--- config.mk ---
export PLATFORM = sky130hd
export DESIGN_NAME = motor_drive_sequencer
export DESIGN_NICKNAME = d
export VERILOG_FILES = /design/src/rtl/motor_drive_sequencer.sv
export SDC_FILE = /design/constraint.sdc
export NUM_CORES = 1
export LEC_CHECK = 0
export ABC_AREA = 0
export BUFFER_PORTS_ARGS = -buffer_cell sky130_fd_sc_hd__buf_4
export CAP_MARGIN = 20
export CORE_AREA = 4 4 132 134
export DETAILED_ROUTE_END_ITERATION = 8
export DIE_AREA = 0 0 136 138
export SYNTH_ARGS = -nofsm -noshare
export SYNTH_HDL_FRONTEND = slang
export SYNTH_SLANG_ARGS = --single-unit
--- constraint.sdc ---
create_clock -name clk -period 13.3 [get_ports clk]
set_input_delay 2.66 -clock clk [delete_from_list [all_inputs] [get_ports clk]]
set_output_delay 2.66 -clock clk [all_outputs]
set_load 0.01 [all_outputs]
--- src/rtl/motor_drive_sequencer.sv ---
// Two-channel motor PWM/direction sequencer with dead-time-protected reversal; define SOFT_RAMP_EN for 1-LSB-per-wrap duty ramping.
// Latency: duty changes take effect at the next PWM wrap; a reversal holds enable low for DEADTIME_CYC cycles before the direction flips.
// Backpressure: cmd_ready drops while the addressed channel's slot is full, it is in dead time, or estop is high.
module motor_drive_sequencer #(
    parameter int PWM_BITS     = 8,
    parameter int PWM_PRESCALE = 39,
    parameter int DEADTIME_CYC = 100000
) (
    input  logic                clk,
    input  logic                reset,
    input  logic                cmd_valid,
    output logic                cmd_ready,
    input  logic                cmd_motor,
    input  logic                cmd_dir,
    input  logic [PWM_BITS-1:0] cmd_duty,
    input  logic                estop,
    output logic                left_dir,
    output logic                left_en,
    output logic                right_dir,
    output logic                right_en,
    output logic                left_busy,
    output logic                right_busy
);
    localparam int PS_W = (PWM_PRESCALE < 1) ? 1 : $clog2(PWM_PRESCALE + 1);
    localparam int DT_W = $clog2(DEADTIME_CYC);

`ifdef SOFT_RAMP_EN
    typedef enum logic [1:0] {IDLE, RUN, DEAD, RAMPDN} state_t;
`else
    typedef enum logic [1:0] {IDLE, RUN, DEAD} state_t;
`endif

    logic [1:0]          dir_w, en_w, busy_w, slot_full_w, in_dead_w;
    logic [PS_W-1:0]     pre_q;
    logic [PWM_BITS-1:0] pwm_q, pwm_d;
    logic                tick, wrap;

    always_comb begin
        tick  = (pre_q == PS_W'(PWM_PRESCALE));
        wrap  = tick && (pwm_q == {PWM_BITS{1'b1}});
        pwm_d = tick ? pwm_q + 1'b1 : pwm_q;
    end

    always_ff @(posedge clk or posedge reset) begin
        if (reset) begin
            pre_q <= '0;
            pwm_q <= '0;
        end else begin
            pre_q <= tick ? '0 : pre_q + 1'b1;
            pwm_q <= pwm_d;
        end
    end

    assign cmd_ready = !estop && !slot_full_w[cmd_motor] && !in_dead_w[cmd_motor];

    for (genvar c = 0; c < 2; c++) begin : g_ch
        state_t              state_q, state_d;
        logic                dir_q, dir_d, en_q, en_d;
        logic                pend_vld_q, pend_vld_d, pend_dir_q, pend_dir_d;
        logic                hold_dir_q, hold_dir_d;
        logic [PWM_BITS-1:0] pend_duty_q, pend_duty_d, hold_duty_q, hold_duty_d;
        logic [PWM_BITS-1:0] target_q, target_d, applied_q, applied_d;
        logic [DT_W-1:0]     dead_q, dead_d;
        logic                accept, consume;

        assign accept         = cmd_valid && cmd_ready && (cmd_motor == 1'(c));
        assign dir_w[c]       = dir_q;
        assign en_w[c]        = en_q;
        assign busy_w[c]      = (state_q != IDLE) || pend_vld_q;
        assign slot_full_w[c] = pend_vld_q;
        assign in_dead_w[c]   = (state_q == DEAD);

        always_comb begin
            state_d     = state_q;
            dir_d       = dir_q;
            target_d    = target_q;
            applied_d   = applied_q;
            hold_dir_d  = hold_dir_q;
            hold_duty_d = hold_duty_q;
            dead_d      = dead_q;
            consume     = 1'b0;

            // Duty only moves on the wrap so no PWM period is ever truncated.
            if (wrap) begin
`ifdef SOFT_RAMP_EN
                if (applied_q < target_q)
                    applied_d = applied_q + 1'b1;
                else if (applied_q > target_q)
                    applied_d = applied_q - 1'b1;
`else
                applied_d = target_q;
`endif
            end

            case (state_q)
                IDLE: begin
                    if (pend_vld_q) begin
                        consume = 1'b1;
                        if (pend_dir_q == dir_q) begin
                            state_d  = RUN;
                            target_d = pend_duty_q;
                        end else begin
                            state_d     = DEAD;
                            dead_d      = DT_W'(DEADTIME_CYC - 1);
                            hold_dir_d  = pend_dir_q;
                            hold_duty_d = pend_duty_q;
                        end
                    end
                end
                RUN: begin
                    if (pend_vld_q && (pend_dir_q == dir_q)) begin
                        consume  = 1'b1;
                        target_d = pend_duty_q;
                    end else if (pend_vld_q) begin
`ifdef SOFT_RAMP_EN
                        state_d  = RAMPDN;
                        target_d = '0;
`else
                        consume     = 1'b1;
                        state_d     = DEAD;
                        dead_d      = DT_W'(DEADTIME_CYC - 1);
                        hold_dir_d  = pend_dir_q;
                        hold_duty_d = pend_duty_q;
                        target_d    = '0;
                        applied_d   = '0;
`endif
                    end else if (target_q == '0 && applied_q == '0) begin
                        state_d = IDLE;
                    end
                end
`ifdef SOFT_RAMP_EN
                RAMPDN: begin
                    target_d = '0;
                    if (applied_q == '0) begin
                        consume     = 1'b1;
                        state_d     = DEAD;
                        dead_d      = DT_W'(DEADTIME_CYC - 1);
                        hold_dir_d  = pend_dir_q;
                        hold_duty_d = pend_duty_q;
                    end
                end
`endif
                DEAD: begin
                    target_d  = '0;
                    applied_d = '0;
                    if (dead_q == '0) begin
                        state_d  = RUN;
                        dir_d    = hold_dir_q;
                        target_d = hold_duty_q;
                    end else begin
                        dead_d = dead_q - 1'b1;
                    end
                end
                default: state_d = IDLE;
            endcase

            pend_vld_d  = pend_vld_q && !consume;
            pend_dir_d  = pend_dir_q;
            pend_duty_d = pend_duty_q;
            if (accept) begin
                pend_vld_d  = 1'b1;
                pend_dir_d  = cmd_dir;
                pend_duty_d = cmd_duty;
            end

            // Direction is held so a later reversal still goes through dead time.
            if (estop) begin
                state_d    = IDLE;
                dir_d      = dir_q;
                pend_vld_d = 1'b0;
                target_d   = '0;
                applied_d  = '0;
            end

            // Enable is computed from next-state values so it falls on the same edge the FSM leaves RUN.
`ifdef SOFT_RAMP_EN
            en_d = ((state_d == RUN) || (state_d == RAMPDN)) && (pwm_d < applied_d);
`else
            en_d = (state_d == RUN) && (pwm_d < applied_d);
`endif
        end

        always_ff @(posedge clk or posedge reset) begin
            if (reset) begin
                state_q     <= IDLE;
                dir_q       <= 1'b0;
                en_q        <= 1'b0;
                pend_vld_q  <= 1'b0;
                pend_dir_q  <= 1'b0;
                pend_duty_q <= '0;
                hold_dir_q  <= 1'b0;
                hold_duty_q <= '0;
                target_q    <= '0;
                applied_q   <= '0;
                dead_q      <= '0;
            end else begin
                state_q     <= state_d;
                dir_q       <= dir_d;
                en_q        <= en_d;
                pend_vld_q  <= pend_vld_d;
                pend_dir_q  <= pend_dir_d;
                pend_duty_q <= pend_duty_d;
                hold_dir_q  <= hold_dir_d;
                hold_duty_q <= hold_duty_d;
                target_q    <= target_d;
                applied_q   <= applied_d;
                dead_q      <= dead_d;
            end
        end
    end

    assign left_dir   = dir_w[0];
    assign left_en    = en_w[0];
    assign left_busy  = busy_w[0];
    assign right_dir  = dir_w[1];
    assign right_en   = en_w[1];
    assign right_busy = busy_w[1];

endmodule

# Yosys cells after proc, flatten, opt, wreduce, memory -nomap -nowiden
# Cells that the tools add are included.
# word_totals
wordCells	192
in_bits	14
register_bits	126
# op_classes
eq_ne	26
order_cmp	3
reduce_logical	45
bitwise_logic	2
add_sub_neg	4
mux	88
# ops
cell	n
two-way mux 8 bit	29
two-way mux 17 bit	10
one-hot mux 17 bit (3 select lines)	2
one-hot mux 8 bit (2 select lines)	4
one-hot mux 8 bit (3 select lines)	2
logical NOT 17 bit	2
subtractor 17 x 1 -> 17 bit (second input constant)	2
logical NOT 8 bit	4
two-way mux 2 bit	14
two-way mux 1 bit	20
inequality test 2 bit (second input constant)	10
less-than comparator 8 bit	2
logical AND 1 bit	14
inequality test 3 bit (second input constant)	4
one-hot mux 2 bit (3 select lines)	2
AND reduction 6 bit	2
AND reduction 5 bit	2
adder 8 x 1 -> 8 bit (second input constant)	1
equality test 2 x 1 -> 1 bit (second input constant)	4
equality test 8 bit (second input constant)	1
inequality test 4 bit (second input constant)	2
one-hot mux 1 bit (2 select lines)	4
AND reduction 4 bit	2
nonzero test 2 bit	4
13 further kinds	25

# Longest topological paths before layout
# Gate-level depths: netlist (run 1).
# logic_depth
depth_word	9
depth_mapped	13

# Worst setup path after synthesis (run 1)
# OpenSTA, ideal clock, no wires.
# synth_timing
path_type	input -> output
startpoint	input port estop
endpoint	output port cmd_ready
arrival_ps	3059
path_slack_ps	7581
stages	2
required_ps	10640
path_cell_list	clkbuf_1 > nor2_1
# synth_between
elab_chain_cells	3
# synth_lines
item	line_no	rtl
from (decl)	16	input logic estop,
logical NOT 1 bit	54	assign cmd_ready = !estop && !slot_full_w[cmd_motor] && !in_dead_w[cmd_motor];
logical AND 1 bit (2 in a row)	54	
to (decl)	12	output logic cmd_ready,
# No other way between the ends.

# Worst setup path in the final report (run 1)
# layout_timing
startpoint	input port cmd_motor
endpoint	output port cmd_ready
# layout_between
elab_chain_cells	5
elab_cells_between_ends	8
# layout_lines
item	line_no	rtl
from (decl)	13	input logic cmd_motor,
two-way mux 1 bit (not written as such) (2 in a row)	54	
logical NOT 1 bit	54	
logical AND 1 bit	54	
logical AND 1 bit *	54	
# Mark *: on every way between the ends. The rest lies on a longest branch, timed or not. The select of a mux whose other input is x is not followed.

==> metrics.md, run 1 <==
| Metric | Value |
|---|---|
| CTS root buffer | clkbuf_16 |
| Max-cap violations | 0 |
| Syn_nets | 646 |
| Number of global-route vias before repair | approximately 4600 |
| Min-delay worst type | reg -> reg |
| Starting Density | 0.396 |
| Max Fclk | 168 MHz |
| Routability Congestion | around 0.8 |
| Placement row count | 47 |
| Async set-reset flop share out of synthesis | 1.00 |
| Actual slew at the worst max-slew pin | 1.09 ns |
| Die Y | around 140 um |
| # port buffers | 20 |
| Prevailing post-synth register cell | dfrtp_1 |
| Post-synth EDFFs | 0 |
| Global-route wire length before repair | 23.7 mm |
| Status | finished, final reports clean |
| Max FO, Critical Path | 4 |
| Pins Over Slew Limit | 0 |
| Crit-path max cell delay | between 0.1 and 0.15 ns |
| Pleak | about 3.3 nW |
| CP max stage cell | nor2_1 |
| Critical Path AT | 3.28 ns |
| Io pins | 21 |
| YS warnings | 0 |
| Die W | 136 um |
| H-Tree Depth | 4 |
| Final min period | about 6 ns |
| Core ar. | 0.0163 mm2 |
| Path type of the worst setup path | in -> out |
| Largest net degree at the start of global routing | 74 |
| Worst Path Required | 10.64 ns |
| Final setup violation count | 0 |
| Via count | 4775 |
| DR vias/cell | 5.56 |
| Critical-path cell list | buf_4 -> nor3_1 -> a21oi_1 -> nor2_1 -> buf_4 |
| Setup Skew | 0.0112 ns |
| Layout area overhead | 14.7% |
| Maximum VDD drop | 0.108 mV |
| Final number of hold-violating endpoints | 0 |
| RSZ-0062 raised after global routing | no |
| Setup crit end kind | primary output |
| Synth Register Bits | 126 |
| Drt pass-1 iters | 5 |
| DP Wirelength | 9.60 mm |
| Pwr Density | 140 mW/mm2 |
| Clk sinks | 126 |
| DRT iter0 DRCs | 316 |
| Full die area | roughly 0.019 mm2 |
| Post-CTS Setup Bufs | 0 |
| Commonest non-fill, non-tap cell in the layout | dfrtp_1 |
| Drc violations | 0 |
| Synth Instances | 606 |
| Worst slew margin | 0.272 |
| DR WL/cell | 16.2 um |
| Synth unique cells | 54 |
| Total track usage | 0.156 |
| CP Launch Type | primary input |
| Final nets | ~670 |
| Commonest non-fill, non-tap cells in the layout | dfrtp_1 (126), nor2_1 (43), mux2_2 (41) |
| Final Cycle Share | 0.447 |
| DP Cell Count | 827 |
| Dpl cell area | between 0.006 and 0.007 mm2 |
| Routed wire length | 13.9 mm |
| Non-filler cells, final | roughly 860 |
| Layout cells sized above 1 | 0.182 |
| Fin area | 0.00740 mm2 |
| Cts bufs inserted | 17 |
| Post-Syn Area | 0.00645 mm2 |
| Clock Path Buffers | 2 |
| Register area share after synthesis | 0.489 |
| Hold_buf cts | 0 |
| Worst-Skew Late Latency | 0.42 ns |
| Cell mode on critical path | buf_4 |
| Antenna Cells | 0 |
| Fill count | 1527 |
| Total grt overflow | 0 |
| Antenna Nets Post-Route | 0 |
| Initial antenna violation count | 0 |
| Post-CTS Resized | 0 |
| CTS tree | yes |
| Post-Syn Area per Cell | around 11 um2 |
| TNS Setup | 0 ns |
| CTS clk-pin slew, worst paths | around 0.060 ns |
## per-stage QoR
stage	total power [W]	util	setup WS [ns]	hold WS [ns]
after global routing	0.00109	0.454	7.26	0.516
after floorplan	0.000545	-	7.28	0.425
after global placement	0.000570	0.418	7.34	0.441
after CTS	0.00105	0.454	7.34	0.473
final	0.00104	0.454	7.36	0.472
after detailed placement	0.000577	0.418	7.35	0.464
## flip-flops by register name (all words and copies together) (netlist names), 4 cells and up
name,count
g_ch.target_q,16
g_ch.state_q,4
g_ch.applied_q,16
pwm_q,8
g_ch.pend_duty_q,16
pre_q,6
g_ch.hold_duty_q,16
g_ch.dead_q,34
## cell usage after synthesis (3+ instances only)
| library cell | instances | share of area |
|---|---|---|
| dfrtp_1 | 126 | 0.49 |
| nor2_1 | 43 | 0.025 |
| mux2_2 | 41 | 0.072 |
| inv_1 | 32 | 0.019 |
| a21oi_1 | 27 | 0.021 |
| ha_1 | 26 | 0.050 |
| nor3_1 | 26 | 0.020 |
| nand3_1 | 23 | 0.018 |
| or4_1 | 23 | 0.027 |
| nand2_1 | 21 | 0.012 |
| mux2i_1 | 20 | 0.031 |
| o31ai_1 | 19 | 0.022 |
| a221oi_1 | 16 | 0.022 |
| o21ai_0 | 16 | 0.012 |
| clkbuf_1 | 14 | 0.0081 |
| nor4_1 | 12 | 0.012 |
| nand2b_1 | 11 | 0.011 |
| or2_2 | 10 | 0.0097 |
| or3_1 | 8 | 0.0078 |
| xnor2_1 | 8 | 0.011 |
| nand4_1 | 7 | 0.0068 |
| buf_2 | 6 | 0.0047 |
| a31oi_1 | 5 | 0.0048 |
| and3_1 | 5 | 0.0048 |
| o41ai_1 | 5 | 0.0068 |
| xor2_1 | 5 | 0.0068 |
| a21o_1 | 4 | 0.0047 |
| a22oi_1 | 4 | 0.0047 |
| and4_1 | 3 | 0.0041 |
| nor2b_1 | 3 | 0.0029 |
| nor3b_1 | 3 | 0.0035 |
| nor4b_1 | 3 | 0.0041 |
| or4_2 | 3 | 0.0041 |
## where the power goes
| part | internal, W | switching, W |
|---|---|---|
| Sequential | 0.000432 | 0.0000366 |
| Clock | 0.000285 | 0.000183 |
| Combinational | 0.0000499 | 0.0000527 |
| Total | 0.000767 | 0.000272 |
## logic make-up (layout without fill, tap and decap cells)
family / Yosys count / after routing / share of synthesized area
mux: 61 / 61 / 0.103
buf+inv: 54 / 87 / 0.0349
compound gates: 113 / 113 / 0.119
fa+ha+maj: 26 / 26 / 0.0504
flops: 126 / 126 / 0.489
xor+xnor: 13 / 13 / 0.0176
simple gates: 213 / 213 / 0.186
## per-layer routing
layer,vias to the layer above,routed length (um),share of wire,track usage
met3,14,470,0.034,0.0396
met5,-,0,0,0
met4,0,170,0.012,0.0546
met2,95,6490,0.47,0.229
met1,2347,6750,0.49,0.225
li1,2319,-,-,-
## worst max-delay path, delay by kind of cell
kind,cells,cell delay [ns]
AOI/OAI and AO/OA,1,0.09
buffers and inverters,2,0.26
and+or+nand+nor,2,0.27
## layout make-up
class | count | area, um2 | share of cell area
repair buffers | 23 | 173 | 0.0233
clock buffers | 18 | 439 | 0.0593
clock inverters | 14 | 159 | 0.0215
flip-flops and latches | 126 | 3150 | 0.426
multi-input cells | 426 | 3080 | 0.416
well taps | 220 | 275 | 0.0372
inverters | 32 | 123 | 0.0166
## worst paths after layout
| check | slack [ns] | cells past startpoint | to | startpoint |
|---|---|---|---|---|
| worst min-delay path | 0.47 | 1 | pre_q[0]$_DFF_PP0_ | pre_q[0]$_DFF_PP0_ |
| worst min register to register | 0.47 | 1 | pre_q[0]$_DFF_PP0_ | pre_q[0]$_DFF_PP0_ |
| worst max-delay path | 7.36 | 5 | cmd_ready | cmd_motor |
| worst max register to register | 9.65 | 12 | right_en$_DFF_PP0_ | pre_q[0]$_DFF_PP0_ |
| max in group asynchronous | 9.65 | 3 | g_ch[0].dead_q[13]$_DFFE_PP0P_ | reset |
| min in group asynchronous | 2.44 | 2 | g_ch[1].dead_q[6]$_DFFE_PP0P_ | reset |
No activity file was read; power rests on OpenSTA's default activity.
==> run 2: changes to the inputs <==
==> constraint.sdc (replaced) <==
create_clock -name clk -period 5.55 [get_ports clk]
set_input_delay 1.11 -clock clk [delete_from_list [all_inputs] [get_ports clk]]
set_output_delay 1.11 -clock clk [all_outputs]
set_load 0.01 [all_outputs]
==> run 2 against run 1 <==
Utilization is essentially flat. Cell area is essentially flat. First-iteration DRC count shrank 20%. Clock-buffer cell count grew 1. Sequential cell count is the same. Clock power grew 130%. Total power grew 130%. Critical endpoint is now right_en$_DFF_PP0_.
==> metrics.md, run 2 (synthesized netlist as in run 1, its figures left out) <==
| Metric | Value |
|---|---|
| Status | finished, final reports clean |
| Die Y | 138 um |
| Io pins | 21 |
| Fin util | 0.454 |
| # port buffers | 20 |
| Fin Hold WS | 0.463 ns |
| DR vias/cell | 5.59 |
| Post-CTS Setup Bufs | 0 |
| Biggest register | g_ch.dead_q |
| CTS clk-pin slew, worst paths | roughly 0.060 ns |
| Final Cycle Share | 0.641 |
| Path type of the worst setup path | reg -> reg |
| Placement row count | 47 |
| Core ar. | 0.0163 mm2 |
| Hold_buf cts | 0 |
| Full die area | 0.0188 mm2 |
| Antenna Cells | 0 |
| Clk sinks | 126 |
| Final setup violation count | 0 |
| Final number of hold-violating endpoints | 0 |
| Die W | between 100 and 150 um |
| Total track usage | 0.160 |
| Worst slew margin | 0.339 |
| Critical Path AT | 3.91 ns |
| Max-cap violations | 0 |
| Reg area | 0.00315 mm2 |
| DP Wirelength | ~10 mm |
| DR WL/cell | 16.3 um |
| Clock Path Buffers | 2 |
| Final nets | 668 |
| Commonest non-fill, non-tap cells in the layout | dfrtp_1 (126), nor2_1 (43), mux2_2 (41) |
| Initial antenna violation count | 0 |
| Max FO, Critical Path | 8 |
| Multi-input logic area | between 0.003 and 0.004 mm2 |
| Largest net degree at the start of global routing | approximately 80 |
| Layout area overhead | 14.8% |
| Min-delay worst type | reg -> reg |
| Post-CTS Resized | 0 |
| Pleak | 3.30 nW |
| Setup Skew | 0.00835 ns |
| Worst Path Required | 5.91 ns |
| CTS tree | yes |
| Commonest non-fill, non-tap cell in the layout | dfrtp_1 |
| Final min period | between 3 and 4 ns |
| Routed wire length | roughly 14 mm |
| Drt pass-1 iters | 5 |
| Number of global-route vias before repair | 4798 |
| Via count | 4816 |
| Worst-Skew Late Latency | between 0.4 and 0.5 ns |
| RSZ-0062 raised after global routing | no |
| TNS Setup | 0 ns |
| Starting Density | 0.396 |
| Pins Over Slew Limit | 0 |
| Pwr Density | 329 mW/mm2 |
| Cts bufs inserted | 17 |
| Actual slew at the worst max-slew pin | 0.989 ns |
| Total grt overflow | 0 |
| Drc violations | 0 |
| DRT iter0 DRCs | roughly 250 |
| Antenna Nets Post-Route | 0 |
| Layout cells sized above 1 | 0.181 |
| Max Fclk | approximately 280 MHz |
| Routability Congestion | approximately 0.85 |
| Setup crit end kind | register |
| Max reg flops | 34 |
| CP Launch Type | register |
| Global-route wire length before repair | 24.2 mm |
| H-Tree Depth | 4 |
| Fill count | 1522 |
| CTS root buffer | clkbuf_16 |
| Maximum VDD drop | around 0.42 mV |
## run 2: cell types whose count changed in the layout (fill, tap and decap cells not counted)
cell       delta
clkbuf_1      +2
buf_16        +1
buf_4         +1
bufinv_16     -1
clkbuf_8      -1
clkinv_2      -1
clkinv_4      +1
## run 2: worst paths after layout
check,from,end,slack (ns),cells past startpoint
setup / recovery,pre_q[0]$_DFF_PP0_,right_en$_DFF_PP0_,1.99,12
hold / removal,pre_q[0]$_DFF_PP0_,pre_q[0]$_DFF_PP0_,0.46,1
hold reg to reg,pre_q[0]$_DFF_PP0_,pre_q[0]$_DFF_PP0_,0.46,1
min in group asynchronous,reset,g_ch[1].dead_q[5]$_DFFE_PP0P_,0.58,2
setup reg to reg,pre_q[0]$_DFF_PP0_,right_en$_DFF_PP0_,1.99,12
max in group asynchronous,reset,g_ch[0].target_q[7]$_DFFE_PP0P_,3.73,4
## run 2: critical path, cell delays in order (launching register included)
cell	delay [ns]
dfrtp_1	0.37
ha_1	0.21
nand3b_1	0.16
nor3b_1	0.85
nand4_1	0.30
nor2_1	0.18
xor2_1	0.26
ha_1	0.29
a21oi_1	0.15
nor2b_1	0.05
o21ai_0	0.17
nor4bb_1	0.29
and4_1	0.21
## run 2: routing by layer
layer	vias to the layer above	track usage	wire (um)
met5	-	0	0
met4	0	0.0594	269
met3	21	0.0378	537
met2	95	0.242	6660
met1	2387	0.224	6590
li1	2313	-	-
## run 2: power by group
| part | switching [W] | leakage [nW] | internal (W) |
|---|---|---|---|
| Clock | 0.000437 | 0.268 | 0.000626 |
| Combinational | 0.000126 | 1.44 | 0.000122 |
| Sequential | 0.0000870 | 1.58 | 0.00104 |
| Total | 0.000650 | 3.30 | 0.00178 |
## run 2: area by class of cell
| type | instances | area share |
|---|---|---|
| repair buffers | 25 | 0.0281 |
| multi-input cells | 426 | 0.416 |
| well taps | 220 | 0.0372 |
| clock inverters | 13 | 0.0179 |
| inverters | 32 | 0.0166 |
| flip-flops and latches | 126 | 0.426 |
| clock buffers | 19 | 0.0585 |
## run 2: through the flow
| step | cells | setup WS (ns) | cell area, um2 | power [W] |
|---|---|---|---|---|
| after floorplan | 606 | 1.08 | 6450 | 0.00131 |
| after global placement | 827 | 2.13 | 6800 | 0.00137 |
| after detailed placement | 827 | 2.03 | 6800 | 0.00139 |
| after CTS | 859 | 1.99 | 7370 | 0.00246 |
| after global routing | 861 | 1.66 | 7400 | 0.00256 |
| final | 861 | 1.99 | 7400 | 0.00243 |
==> run 3: changes to the inputs <==
==> constraint.sdc (replaced) <==
create_clock -name clk -period 3.6 [get_ports clk]
set_input_delay 0.72 -clock clk [delete_from_list [all_inputs] [get_ports clk]]
set_output_delay 0.72 -clock clk [all_outputs]
set_load 0.01 [all_outputs]
==> run 3 against run 2 <==
Global-route usage down 0.55 points. Critical path depth unchanged. Die area unchanged. Non-clock buffer count grew 4. Utilization rose by 0.41 points. Combinational power is 55% higher. Wire length fell by 1.6%. Maximum frequency rose by 8.2%.
==> metrics.md, run 3 (synthesized netlist as in run 1, its figures left out) <==
| Metric | Value |
|---|---|
| Status | finished, final reports clean |
| Buffers & Inverters on Critical Path | 1 |
| WP depth | 12 |
| RSZ-0062 raised after global routing | no |
| Met1 wire length | 6.62 mm |
| Number of global-route vias before repair | 4807 |
| Final setup violation count | 0 |
| Pleak | 3.34 nW |
| # port buffers | 20 |
| CP max stage cell | or4_1 |
| Cts bufs inserted | 17 |
| Fin Hold WS | 0.338 ns |
| DP Wirelength | 10.1 mm |
| Reg area | 0.00315 mm2 |
| Starting Density | 0.396 |
| Final number of hold-violating endpoints | 0 |
| Maximum VDD drop | 0.388 mV |
| Max Fclk | 304 MHz |
| RR Startpoint | pre_q[0]$_DFF_PP0_ |
| TNS Setup | 0 ns |
| Largest net degree at the start of global routing | 64 |
| Post-CTS Setup Bufs | 0 |
| Io pins | 21 |
| Commonest non-fill, non-tap cell in the layout | dfrtp_1 |
| Crit path max-delay family | simple AND/OR/NAND/NOR gates |
| Final min period | 3.29 ns |
| FF-to-FF End | right_en$_DFF_PP0_ |
| Full die area | roughly 0.019 mm2 |
| Clock Path Buffers | 2 |
| Hold_buf cts | 0 |
| Final nets | 672 |
| Initial antenna violation count | 0 |
| DRT iter0 DRCs | 232 |
| CTS root buffer | clkbuf_16 |
| Final Cycle Share | 0.914 |
| Max reg flops | 34 |
| Path type of the worst setup path | reg -> reg |
| Actual slew at the worst max-slew pin | between 0.8 and 0.9 ns |
| Drc violations | 0 |
| Drt pass-1 iters | 4 |
| Global-route wire length before repair | 23.7 mm |
| Met2 WL | 6.50 mm |
| Total grt overflow | 0 |
| Max FO, Critical Path | 10 |
| Post-CTS Resized | 0 |
| Core ar. | 0.0163 mm2 |
| Reg2reg setup slack | between 0.3 and 0.4 ns |
| Pwr Density | roughly 520 mW/mm2 |
| Worst setup endpoint | right_en$_DFF_PP0_ |
| Pins Over Slew Limit | 0 |
| Setup Skew | approximately 0.0091 ns |
| Fill count | 1511 |
| CP Launch Type | register |
| Worst-Skew Late Latency | roughly 0.42 ns |
| H-Tree Depth | 4 |
| R2r worst-path depth | 12 |
| Clk sinks | around 130 |
| Routed wl met3 | 448 um |
| Routed wire length | 13.8 mm |
| Antenna Nets Post-Route | 0 |
| Layout area overhead | 15.8% |
| Via count | around 4800 |
| Routability Congestion | 0.831 |
| Die Y | 138 um |
| Max-cap violations | 0 |
| Critical-path cell list | ha_1 -> nand3b_1 -> or4_1 -> buf_4 -> mux2i_1 -> nand2b_1 -> ha_1 -> a21o_1 -> a21oi_1 -> nor2_1 -> nor4bb_1 -> and4_1 |
| Biggest register | g_ch.dead_q |
| Multi-input logic area | 0.00308 mm2 |
| DR vias/cell | between 5 and 6 |
| Placement row count | between 40 and 50 |
| Commonest non-fill, non-tap cells in the layout | dfrtp_1 (126), nor2_1 (43), mux2_2 (41) |
| Critical Path AT | 3.64 ns |
| Crit-path max cell delay | 0.74 ns |
| Worst Path Required | 3.95 ns |
| Top Layer Used | met4 |
| CTS clk-pin slew, worst paths | 0.06 ns |
| Die W | 136 um |
| Total track usage | 0.154 |
| DR WL/cell | 16.0 um |
| Min-delay worst type | in -> async |
| Layout cells sized above 1 | 0.189 |
| Cell mode on critical path | ha_1 |
| CP Launch Point | pre_q[0]$_DFF_PP0_ |
| CTS tree | yes |
| Setup crit end kind | register |
| Antenna Cells | 0 |
| Worst slew margin | 0.430 |
-- run 3: worst min-delay path by stage --
| stage | end | slack [ns] |
|---|---|---|
| after floorplan | pre_q[0]$_DFF_PP0_ | 0.43 |
| after global routing | g_ch[1].dead_q[13]$_DFFE_PP0P_ | 0.36 |
| after CTS | g_ch[1].target_q[6]$_DFFE_PP0P_ | 0.33 |
| final | g_ch[1].hold_duty_q[4]$_DFFE_PP0P_ | 0.34 |
| after detailed placement | pre_q[0]$_DFF_PP0_ | 0.45 |
| after global placement | pre_q[0]$_DFF_PP0_ | 0.44 |
-- run 3: final cells by class --
| cell class | count | area share |
|---|---|---|
| clock buffers | 18 | 0.0588 |
| clock inverters | 14 | 0.0226 |
| inverters | 32 | 0.0166 |
| multi-input cells | 426 | 0.412 |
| flip-flops and latches | 126 | 0.422 |
| well taps | 220 | 0.0369 |
| repair buffers | 29 | 0.0308 |
-- run 3: metal layers --
layer | global-route usage | vias to the layer above
met2 | 0.234 | 71
met4 | 0.0594 | 0
met5 | 0 | -
met3 | 0.0320 | 20
met1 | 0.218 | 2375
li1 | - | 2333
-- run 3: stage by stage --
| step | setup slack, ns | area, um2 | power (W) | cells | utilization |
|---|---|---|---|---|---|
| 2_1_floorplan | 0.395 | 6450 | 0.00201 | 606 | - |
| 3_3_place_gp | 0.385 | 6860 | 0.00211 | 833 | 0.421 |
| 3_5_place_dp | 0.308 | 6860 | 0.00214 | 833 | 0.421 |
| 4_1_cts | 0.286 | 7470 | 0.00390 | 865 | 0.459 |
| 5_1_grt | 0.00971 | 7470 | 0.00403 | 865 | 0.459 |
| 6_report | 0.311 | 7470 | 0.00386 | 865 | 0.459 |
-- run 3: power breakdown --
part	internal [W]	leakage (nW)	switching, W
clock network	0.00106	0.302	0.000682
logic	0.000188	1.45	0.000196
registers	0.00160	1.58	0.000134
-- run 3: worst register-to-register path, cell delays in order, from the launching register on --
cell and delay, ns:
dfrtp_1 0.36, ha_1 0.22, nand3b_1 0.15, or4_1 0.74
buf_4 0.29, mux2i_1 0.13, nand2b_1 0.17, ha_1 0.35
a21o_1 0.18, a21oi_1 0.14, nor2_1 0.05, nor4bb_1 0.23
and4_1 0.22
